<file path="config.mk">
export PLATFORM = sky130hd
export DESIGN_NAME = gray_step_sequencer
export DESIGN_NICKNAME = d
export VERILOG_FILES = /design/src/rtl/gray_step_pkg.sv /design/src/rtl/step_prescaler.sv /design/src/rtl/gray_step_sequencer.sv
export SDC_FILE = /design/constraint.sdc
export NUM_CORES = 1
export LEC_CHECK = 0
export CORE_UTILIZATION = 30
export CTS_CLUSTER_SIZE = 8
export DETAILED_ROUTE_END_ITERATION = 16
export HOLD_SLACK_MARGIN = 0.02
export PLACE_DENSITY_LB_ADDON = 0.2
export SYNTH_ARGS = -nofsm -noshare
export SYNTH_HDL_FRONTEND = slang
export SYNTH_SLANG_ARGS = --single-unit
</file>
<file path="constraint.sdc">
create_clock -name clk -period 3.05 [get_ports clk]
set_clock_uncertainty 0.15 [all_clocks]
set_input_delay 0.61 -clock clk [delete_from_list [all_inputs] [get_ports clk]]
set_output_delay 0.61 -clock clk [all_outputs]
set_load 0.03 [all_outputs]
</file>
<file path="src/rtl/gray_step_pkg.sv">
`default_nettype none
//------------------------------------------------------------------------------
// Module   : gray_step_pkg
// Purpose  : Shared types, defaults and code-conversion helpers for the
//            Gray-code step sequencer and its prescaler.
// Contents : WIDTH_DEF, DIV_BITS_DEF, MAX_W, code_mode_e,
//            bin2gray(), gray2bin()
// Revision : 1.0 - initial release
//------------------------------------------------------------------------------
package gray_step_pkg;

    localparam int WIDTH_DEF    = 4;
    localparam int DIV_BITS_DEF = 27;

    // Widest code the helpers handle; callers zero-extend into this width
    // and truncate the result back to their own width.
    localparam int MAX_W = 32;

    typedef enum logic {
        MODE_GRAY = 1'b0,
        MODE_BIN  = 1'b1
    } code_mode_e;

    function automatic logic [MAX_W-1:0] bin2gray(input logic [MAX_W-1:0] b);
        return b ^ (b >> 1);
    endfunction

    // Each binary bit is the XOR of all Gray bits at and above it.
    function automatic logic [MAX_W-1:0] gray2bin(input logic [MAX_W-1:0] g);
        logic [MAX_W-1:0] r;
        r[MAX_W-1] = g[MAX_W-1];
        for (int i = MAX_W - 2; i >= 0; i--) begin
            r[i] = r[i+1] ^ g[i];
        end
        return r;
    endfunction

endpackage : gray_step_pkg
`default_nettype wire

</file>
<file path="src/rtl/step_prescaler.sv">
`default_nettype none
//------------------------------------------------------------------------------
// Module   : step_prescaler
// Purpose  : Free-running DIV_BITS-bit prescaler producing a terminal-count
//            tick once every 2**DIV_BITS enabled cycles.
// Ports    : clk    - clock
//            srst   - asynchronous active-high reset
//            en_i   - count enable; counter holds while low
//            clr_i  - synchronous clear (wins over enable)
//            tick_o - combinational terminal-count event (en_i && all-ones)
//            msb_o  - counter MSB, ~50% duty observability output
// Revision : 1.0 - initial release
//------------------------------------------------------------------------------
module step_prescaler
    import gray_step_pkg::*;
#(
    parameter int DIV_BITS = DIV_BITS_DEF
) (
    input  logic clk,
    input  logic srst,
    input  logic en_i,
    input  logic clr_i,
    output logic tick_o,
    output logic msb_o
);

    logic [DIV_BITS-1:0] r_count;

    always_ff @(posedge clk or posedge srst) begin
        if (srst) begin
            r_count <= '0;
        end else if (clr_i) begin
            r_count <= '0;
        end else if (en_i) begin
            r_count <= r_count + DIV_BITS'(1);
        end
    end

    assign tick_o = en_i && (r_count == '1);
    assign msb_o  = r_count[DIV_BITS-1];

endmodule : step_prescaler
`default_nettype wire

</file>
<file path="src/rtl/gray_step_sequencer.sv">
`default_nettype none
//------------------------------------------------------------------------------
// Module   : gray_step_sequencer
// Purpose  : Steps a WIDTH-bit index up/down on prescaler ticks or manual
//            step edges, with parallel load, and drives a Gray or binary
//            output code for an LED bank.
// Ports    : clk, srst (async active-high)
//            en_i       - prescaler enable
//            dir_i      - 0 up, 1 down
//            mode_i     - 0 Gray, 1 binary output code
//            step_i     - manual step (level, rising edge used)
//            load_i     - load load_val_i into the index
//            load_val_i - load value
//            code_o     - registered output code
//            index_o    - registered index
//            tick_o     - registered prescaler terminal-count pulse
//            wrap_o     - registered wrap pulse (max->0 or 0->max)
//            div_msb_o  - prescaler MSB
// Revision : 1.0 - initial release
//------------------------------------------------------------------------------
module gray_step_sequencer
    import gray_step_pkg::*;
#(
    parameter int WIDTH    = WIDTH_DEF,
    parameter int DIV_BITS = DIV_BITS_DEF
) (
    input  logic             clk,
    input  logic             srst,
    input  logic             en_i,
    input  logic             dir_i,
    input  logic             mode_i,
    input  logic             step_i,
    input  logic             load_i,
    input  logic [WIDTH-1:0] load_val_i,
    output logic [WIDTH-1:0] code_o,
    output logic [WIDTH-1:0] index_o,
    output logic             tick_o,
    output logic             wrap_o,
    output logic             div_msb_o
);

    logic             w_tick;
    logic             w_manual;
    logic             w_advance;
    logic             w_wrap;
    logic [WIDTH-1:0] w_next_index;
    logic [WIDTH-1:0] w_next_gray;

    logic             r_step_q;
    logic [WIDTH-1:0] r_index;
    logic [WIDTH-1:0] r_code;
    logic             r_tick;
    logic             r_wrap;

    // A load restarts the step period so the next tick is a full period away.
    step_prescaler #(
        .DIV_BITS (DIV_BITS)
    ) u_prescaler (
        .clk    (clk),
        .srst   (srst),
        .en_i   (en_i),
        .clr_i  (load_i),
        .tick_o (w_tick),
        .msb_o  (div_msb_o)
    );

    assign w_manual  = step_i && !r_step_q;
    // OR merges a coincident tick and manual step into a single advance.
    assign w_advance = w_tick || w_manual;

    always_comb begin
        w_next_index = r_index;
        w_wrap       = 1'b0;
        if (load_i) begin
            w_next_index = load_val_i;
        end else if (w_advance) begin
            if (dir_i) begin
                w_next_index = r_index - WIDTH'(1);
                w_wrap       = (r_index == '0);
            end else begin
                w_next_index = r_index + WIDTH'(1);
                w_wrap       = (r_index == '1);
            end
        end
    end

    assign w_next_gray = WIDTH'(bin2gray(MAX_W'(w_next_index)));

    // Code is derived from the next index every cycle, so it always tracks
    // index_o and follows mode_i changes one cycle later.
    always_ff @(posedge clk or posedge srst) begin
        if (srst) begin
            r_step_q <= 1'b0;
            r_index  <= '0;
            r_code   <= '0;
            r_tick   <= 1'b0;
            r_wrap   <= 1'b0;
        end else begin
            r_step_q <= step_i;
            r_index  <= w_next_index;
            r_code   <= (code_mode_e'(mode_i) == MODE_BIN) ? w_next_index : w_next_gray;
            r_tick   <= w_tick;
            r_wrap   <= w_wrap;
        end
    end

    assign code_o  = r_code;
    assign index_o = r_index;
    assign tick_o  = r_tick;
    assign wrap_o  = r_wrap;

endmodule : gray_step_sequencer
`default_nettype wire

</file>
==> results.md, run 1 <==
* Post-synth top flop: dfrtp_1
* Multi-input gate area at ~950 µm²
* Post-synthesis area per instance at 10.2 µm²
* Min-delay worst type: reg -> reg
* Top-level I/O count at 22
* Layout cells sized above 1 at 0.0884
* Synth top area share at 0.485
* Fin nets at roughly 230
* GPL Wtd Cong at between 0.7 and 0.8
* Crit Path Category: in -> reg
* XOR/XNOR share of the synthesized area at 0.138
* Fmax at 400 MHz
* Vias in the first global route at between 1000 and 1500
* DR WL met3 at 117 µm
* Core region area at 6030 µm²
* Setup ws final at around 550 ps
* Vias at 1392
* DR top layer: met4
* Lkg Pwr at 1.00 nW
* P&R area growth vs syn at 21.9%
* Dpl hpwl at 2560 µm
* PortBufs at 21
* Compound-Gate Fraction of Synth Area at 0.0616
* Hold buffers post-CTS at 0
* Post-synthesis sequential area ratio at 0.485
* Vias per cell at 4.80
* #FFs+latches synth at 37
* TNS Setup at 0 ps
* Synth top area cells: dfrtp_1, xor2_1, nor2_1, xnor2_1, nand3_1
* Deepest clock path buffer count at 2
* Synth Area in Adders at 0.0301
* Crit path launch type: input port
* Cells after Synth at between 150 and 200
* Worst path slowest cell: clkdlybuf4s50_1
* Routed len/inst at between 10 and 15 µm
* Relative slew slack at 0.649
* Synth Area in Simple Gates at 0.252
* Most frequent CP cell: xnor2_1
* RSZ-0062 raised after global routing: false
* DP Worst Slack at 242 ps
* Ratio of final minimum period to clock period at 0.820
* DR WL met2 at 1680 µm
* Post-CTS setup buffer count at 0
* Vert. Die Dim at 81.8 µm
* Share of flip-flops with an asynchronous set or reset at 1.00
* Fin. Hold Viols at 0
* Clock tree from TritonCTS: done
* Initial Util at 0.317
* Syn Nets at 203
* Layout fillers at about 620
* Initial antenna violation count at 0
* Max incr delay on CP at 620 ps
* Chip Width at 81.8 µm
* Critical path endpoint category: flop
* Final min period at 2500 ps
* FP Rows at 28
* Arrival time of the worst setup path at ~2600 ps
* Post-Syn Area at around 1900 µm²
* Worst slew pin tran at 523 ps
* Largest family of logic cells by synthesized area: simple AND/OR/NAND/NOR gates
* PostCTS Resize Cnt at 0
* First-pass GRT wire length at 6430 µm
* Routed wire length at 3720 µm
* Worst vdd ir at 0.000211 V
* Post-synth EDFFs at 0
* Crit-path leading delay family: buffers and inverters
* Setup Viol. Count Final at 0
* Sequential cell area at 926 µm²
* Drt pass-1 iters at 5
* # DRC at 0
* Max Cap Viol at 0
* Worst Path Max Fanout at 6
* Top cell type by total area after synthesis: dfrtp_1
* Clock Tree Root: clkbuf_8
* Die area at 6690 µm²
* Cts bufs inserted at 5
* H-tree levels at 2
* DRT met1 WL at 1880 µm
* Clk Latency, worst-skew pair at 290 ps
* CP cell instances: clkdlybuf4s50_1, ha_1, a21o_1, a21oi_1, xnor2_1, and4bb_2, nor3_2, xnor2_1
* Antenna Cells at 0
* Distinct cells, synth at 37
* Power Dens Cells at roughly 500 nW/µm²
* Detailed router's first-iteration violation count at 54
* Post-synthesis mux area share at 0.0164
* CTS clk-pin slew, worst paths at 80 ps
* Grt total ovfl at 0
* Slew Viols, Final at 0
* Crit path required time at 3120 ps
* Antenna-violating nets left at 0
* Buf/Inv on CP at 1
* Total track usage at 0.129
* Largest net degree at the start of global routing at 38
* Sinks on Clock Net at 37
* Ys Warns at 0
* Final core area utilization at 0.387
* Status: completed
## report_power, final
part | total (mW) | internal, mW | switching, mW
logic | 0.190 | 0.0847 | 0.106
clock network | 0.429 | 0.246 | 0.183
registers | 0.531 | 0.510 | 0.0211
total | 1.15 | 0.841 | 0.310
## cell type report
type | instances | area share
clock buffer | 6 | 0.0311
clock inverter | 2 | 0.0166
sequential | 37 | 0.397
tap | 75 | 0.0403
multi-input combinational | 143 | 0.408
inverter | 2 | 0.00322
timing repair buffer | 25 | 0.103
## per-stage QoR
step,hold WS (ps),std cells,area (µm²),total power [mW]
2_1_floorplan,347,188,1910,0.660
3_3_place_gp,372,282,2220,0.733
3_5_place_dp,382,282,2220,0.733
4_1_cts,400,290,2330,1.17
5_1_grt,418,290,2330,1.21
6_report,394,290,2330,1.15
## metal layers
metal  track usage  up-vias
met3        0.0367        4
met2         0.193       24
met5             0        -
li1              -      703
met4        0.0456        0
met1         0.177      661
## cells by family (layout without fill, tap and decap cells)
| logic type | after synthesis | in the layout |
|---|---|---|
| and+or+nand+nor | 89 | 89 |
| muxes | 3 | 3 |
| buffers and inverters | 8 | 35 |
| xor gates and xnor gates | 30 | 30 |
| adders and majority gates | 4 | 4 |
| DFF | 37 | 37 |
| AOI/OAI and AO/OA | 17 | 17 |
## worst paths after layout
kind / startpoint / to / slack, ps / cells past startpoint
max: dir_i / code_o[2] / 550 / 8
max reg2reg: u_prescaler.r_count[0] / code_o[0] / 690 / 7
min reg2reg: u_prescaler.r_count[16] / u_prescaler.r_count[16] / 390 / 2
max in group asynchronous: srst / u_prescaler.r_count[25] / 1830 / 3
min in group asynchronous: srst / code_o[0] / 580 / 3
min: u_prescaler.r_count[16] / u_prescaler.r_count[16] / 390 / 2
## worst min-delay path, stage by stage, from the launching register on
cell,delay (ps)
dfrtp_1,360
xor2_1,70
nor2_1,70
## layout by cell type, fill, tap and decap left out, drive strengths merged, types with 5 or more instances in the layout
master and instances:
dfrtp 37, nor2 30, clkdlybuf4s50 21, xor2 20
nand2 13, nand3 10, xnor2 10, nand4 9
a21oi 7, and3 6, clkbuf 6, nor3 5
o21ai 5
## state kept, by name, summed over array words and instances, names as in the netlist
| register | flops |
|---|---|
| u_prescaler.r_count | 27 |
| code_o | 4 |
| r_step_q | 1 |
| wrap_o | 1 |
| tick_o | 1 |
| index_o | 3 |
## Yosys cell counts, types with 2 or more instances
cell type,n
ha_1,3
xnor2_1,10
nand2b_1,2
clkbuf_1,4
mux2i_1,2
and4_1,3
xor2_1,20
nand2_1,13
inv_1,2
and3_1,6
nor4_1,2
nand3_1,10
or3_1,3
dfrtp_1,37
a21oi_1,7
nor3_1,4
o21ai_0,4
nand4_1,8
nor2_1,30
Power figures use the tool's default switching activity.
==> run 2, diff against run 1 <==
==> constraint.sdc (replaced) <==
create_clock -name clk -period 2.1 [get_ports clk]
set_clock_uncertainty 0.15 [all_clocks]
set_input_delay 0.42 -clock clk [delete_from_list [all_inputs] [get_ports clk]]
set_output_delay 0.42 -clock clk [all_outputs]
set_load 0.03 [all_outputs]
==> run 2 against run 1 <==
The run now ends with setup timing left. Die area is the same. Total power grew 40%. Non-clock buffer count is 40 higher. Via count is 11% higher. Sequential power grew 44%. First-iteration DRC count rose by 52%. Combinational power increased by 81%. Wire length rose by 13%. Global-route usage rose by 1.5 points. Design area up 14%. Largest power group unchanged.
==> results.md, run 2 (same netlist as run 1, synthesis figures left out) <==
* P_int at 1.16 mW
* Layout fillers at between 600 and 700
* Drt pass-1 iters at 4
* Max FFs per register at 27
* Worst Hold Slack at 402 ps
* Cts bufs inserted at 5
* Top-level I/O count at 22
* Core region area at 6030 µm²
* Die area at 6690 µm²
* Fin nets at 269
* Dpl hpwl at 3000 µm
* Ratio of final minimum period to clock period at 1.02
* Switch Pwr at ~0.45 mW
* Status: finished, violations left
* Vias at 1550
* H-tree levels at 2
* Clock Tree Root: clkbuf_8
* Initial antenna violation count at 0
* Power Dens Cells at roughly 610 nW/µm²
* Clock tree from TritonCTS: done
* TNS Setup at -39.1 ps
* Most frequent cells in the layout: buf_4, dfrtp_1, nor2_1
* Final core area utilization at 0.442
* Failing checks: setup timing
* Relative slew slack at 0.684
* Switching fraction of total power at 0.280
* Setup ws final at -31.9 ps
* PortBufs at 21
* RSZ-0062 raised after global routing: true
* DP Worst Slack at -449 ps
* Hold buffers post-CTS at 0
* # DRC at 0
* Antenna-violating nets left at 0
* Flop pwr share at 0.473
* Critical path endpoint category: flop
* Deepest clock path buffer count at 2
* Vias in the first global route at 1545
* CTS clk-pin slew, worst paths at 70 ps
* Lkg Pwr at ~1.2 nW
* Total power at 1.62 mW
* Max Cap Viol at 0
* FP Rows at 28
* Layout cells sized above 1 at 0.272
* Detailed router's first-iteration violation count at 82
* GPL Wtd Cong at 0.772
* Worst vdd ir at slightly below 0.0004 V
* Vias per cell at 4.71
* Grt total ovfl at 0
* Initial Util at 0.317
* Commonest non-fill, non-tap cell in the layout: buf_4
* Sinks on Clock Net at 37
* Clk Latency, worst-skew pair at roughly 290 ps
* Antenna Cells at 0
* Routed wire length at 4190 µm
* Worst slew pin tran at 474 ps
* Min-delay worst type: in -> async
* Crit Path Category: reg -> reg
* Setup Viol. Count Final at 2
* Largest net degree at the start of global routing at 38
* Total track usage at 0.144
* Clock share of power at 0.314
* Chip Width at 81.8 µm
* Vert. Die Dim at 81.8 µm
* Crit path launch type: flop
* Largest register by flop count: u_prescaler.r_count
* Crit path required time at 2160 ps
* Arrival time of the worst setup path at 2190 ps
* Fmax at 469 MHz
* Fin. Hold Viols at 0
* Routed len/inst at 12.7 µm
* Worst Path Max Fanout at 6
* Slew Viols, Final at 0
* Comb pwr share at 0.213
* P&R area growth vs syn at 39.4%
* Final min period at about 2100 ps
* First-pass GRT wire length at a little over 7000 µm
[run 2: worst paths after layout]
| check | from | end | slack [ps] | cells after the start |
|---|---|---|---|---|
| max | u_prescaler.r_count[11] | code_o[0] | -30 | 6 |
| min | srst | index_o[1] | 400 | 3 |
| max reg2reg | u_prescaler.r_count[11] | code_o[0] | -30 | 6 |
| min reg2reg | u_prescaler.r_count[25] | u_prescaler.r_count[25] | 400 | 2 |
| max in group asynchronous | srst | u_prescaler.r_count[5] | 1060 | 3 |
| min in group clk | u_prescaler.r_count[25] | u_prescaler.r_count[25] | 400 | 2 |
[run 2: timing repair]
action | in CTS | in global routing
resized for setup | 11 | 5
setup endpoints to repair | 14 | 10
pin swaps | 5 | 4
buffers inserted | 1 | 2
[run 2: metrics by stage]
stage               instances  cell area, µm²
detailed placement        319            2510
global placement          319            2510
global route              329            2660
CTS                       327            2630
finish                    329            2660
floorplan                 188            1920
[run 2: worst max-delay path, stage by stage, from the launching register on]
cell and delay [ps]:
dfrtp_1 390, nand4_4 120, or4_4 560, o21a_4 240, mux2i_2 170, a211oi_2 260, xor2_1 160
[run 2: layout make-up]
class                           instances  area (µm²)  share of cell area
Multi-Input combinational cell        143        1010               0.380
Sequential cell                        37         926               0.348
Timing Repair Buffer                   65         537               0.202
Tap cell                               75        93.8              0.0352
Clock buffer                            7        86.3              0.0324
Inverter                                2        7.51             0.00282
[run 2: metal layers]
metal  part of all wire  wire length [µm]  global-route usage
met1               0.50              2090               0.201
met2               0.46              1910               0.220
met3              0.033               140              0.0367
met4              0.011                47              0.0368
met5                  0                 0                   0
[run 2: power by group through the flow]
stage / sequential (mW) / clock (mW) / combinational (mW)
floorplan: 0.831 / 0 / 0.133
global placement: 0.780 / 0 / 0.336
detailed placement: 0.777 / 0 / 0.337
CTS: 0.765 / 0.532 / 0.348
global route: 0.769 / 0.563 / 0.375
finish: 0.765 / 0.507 / 0.344
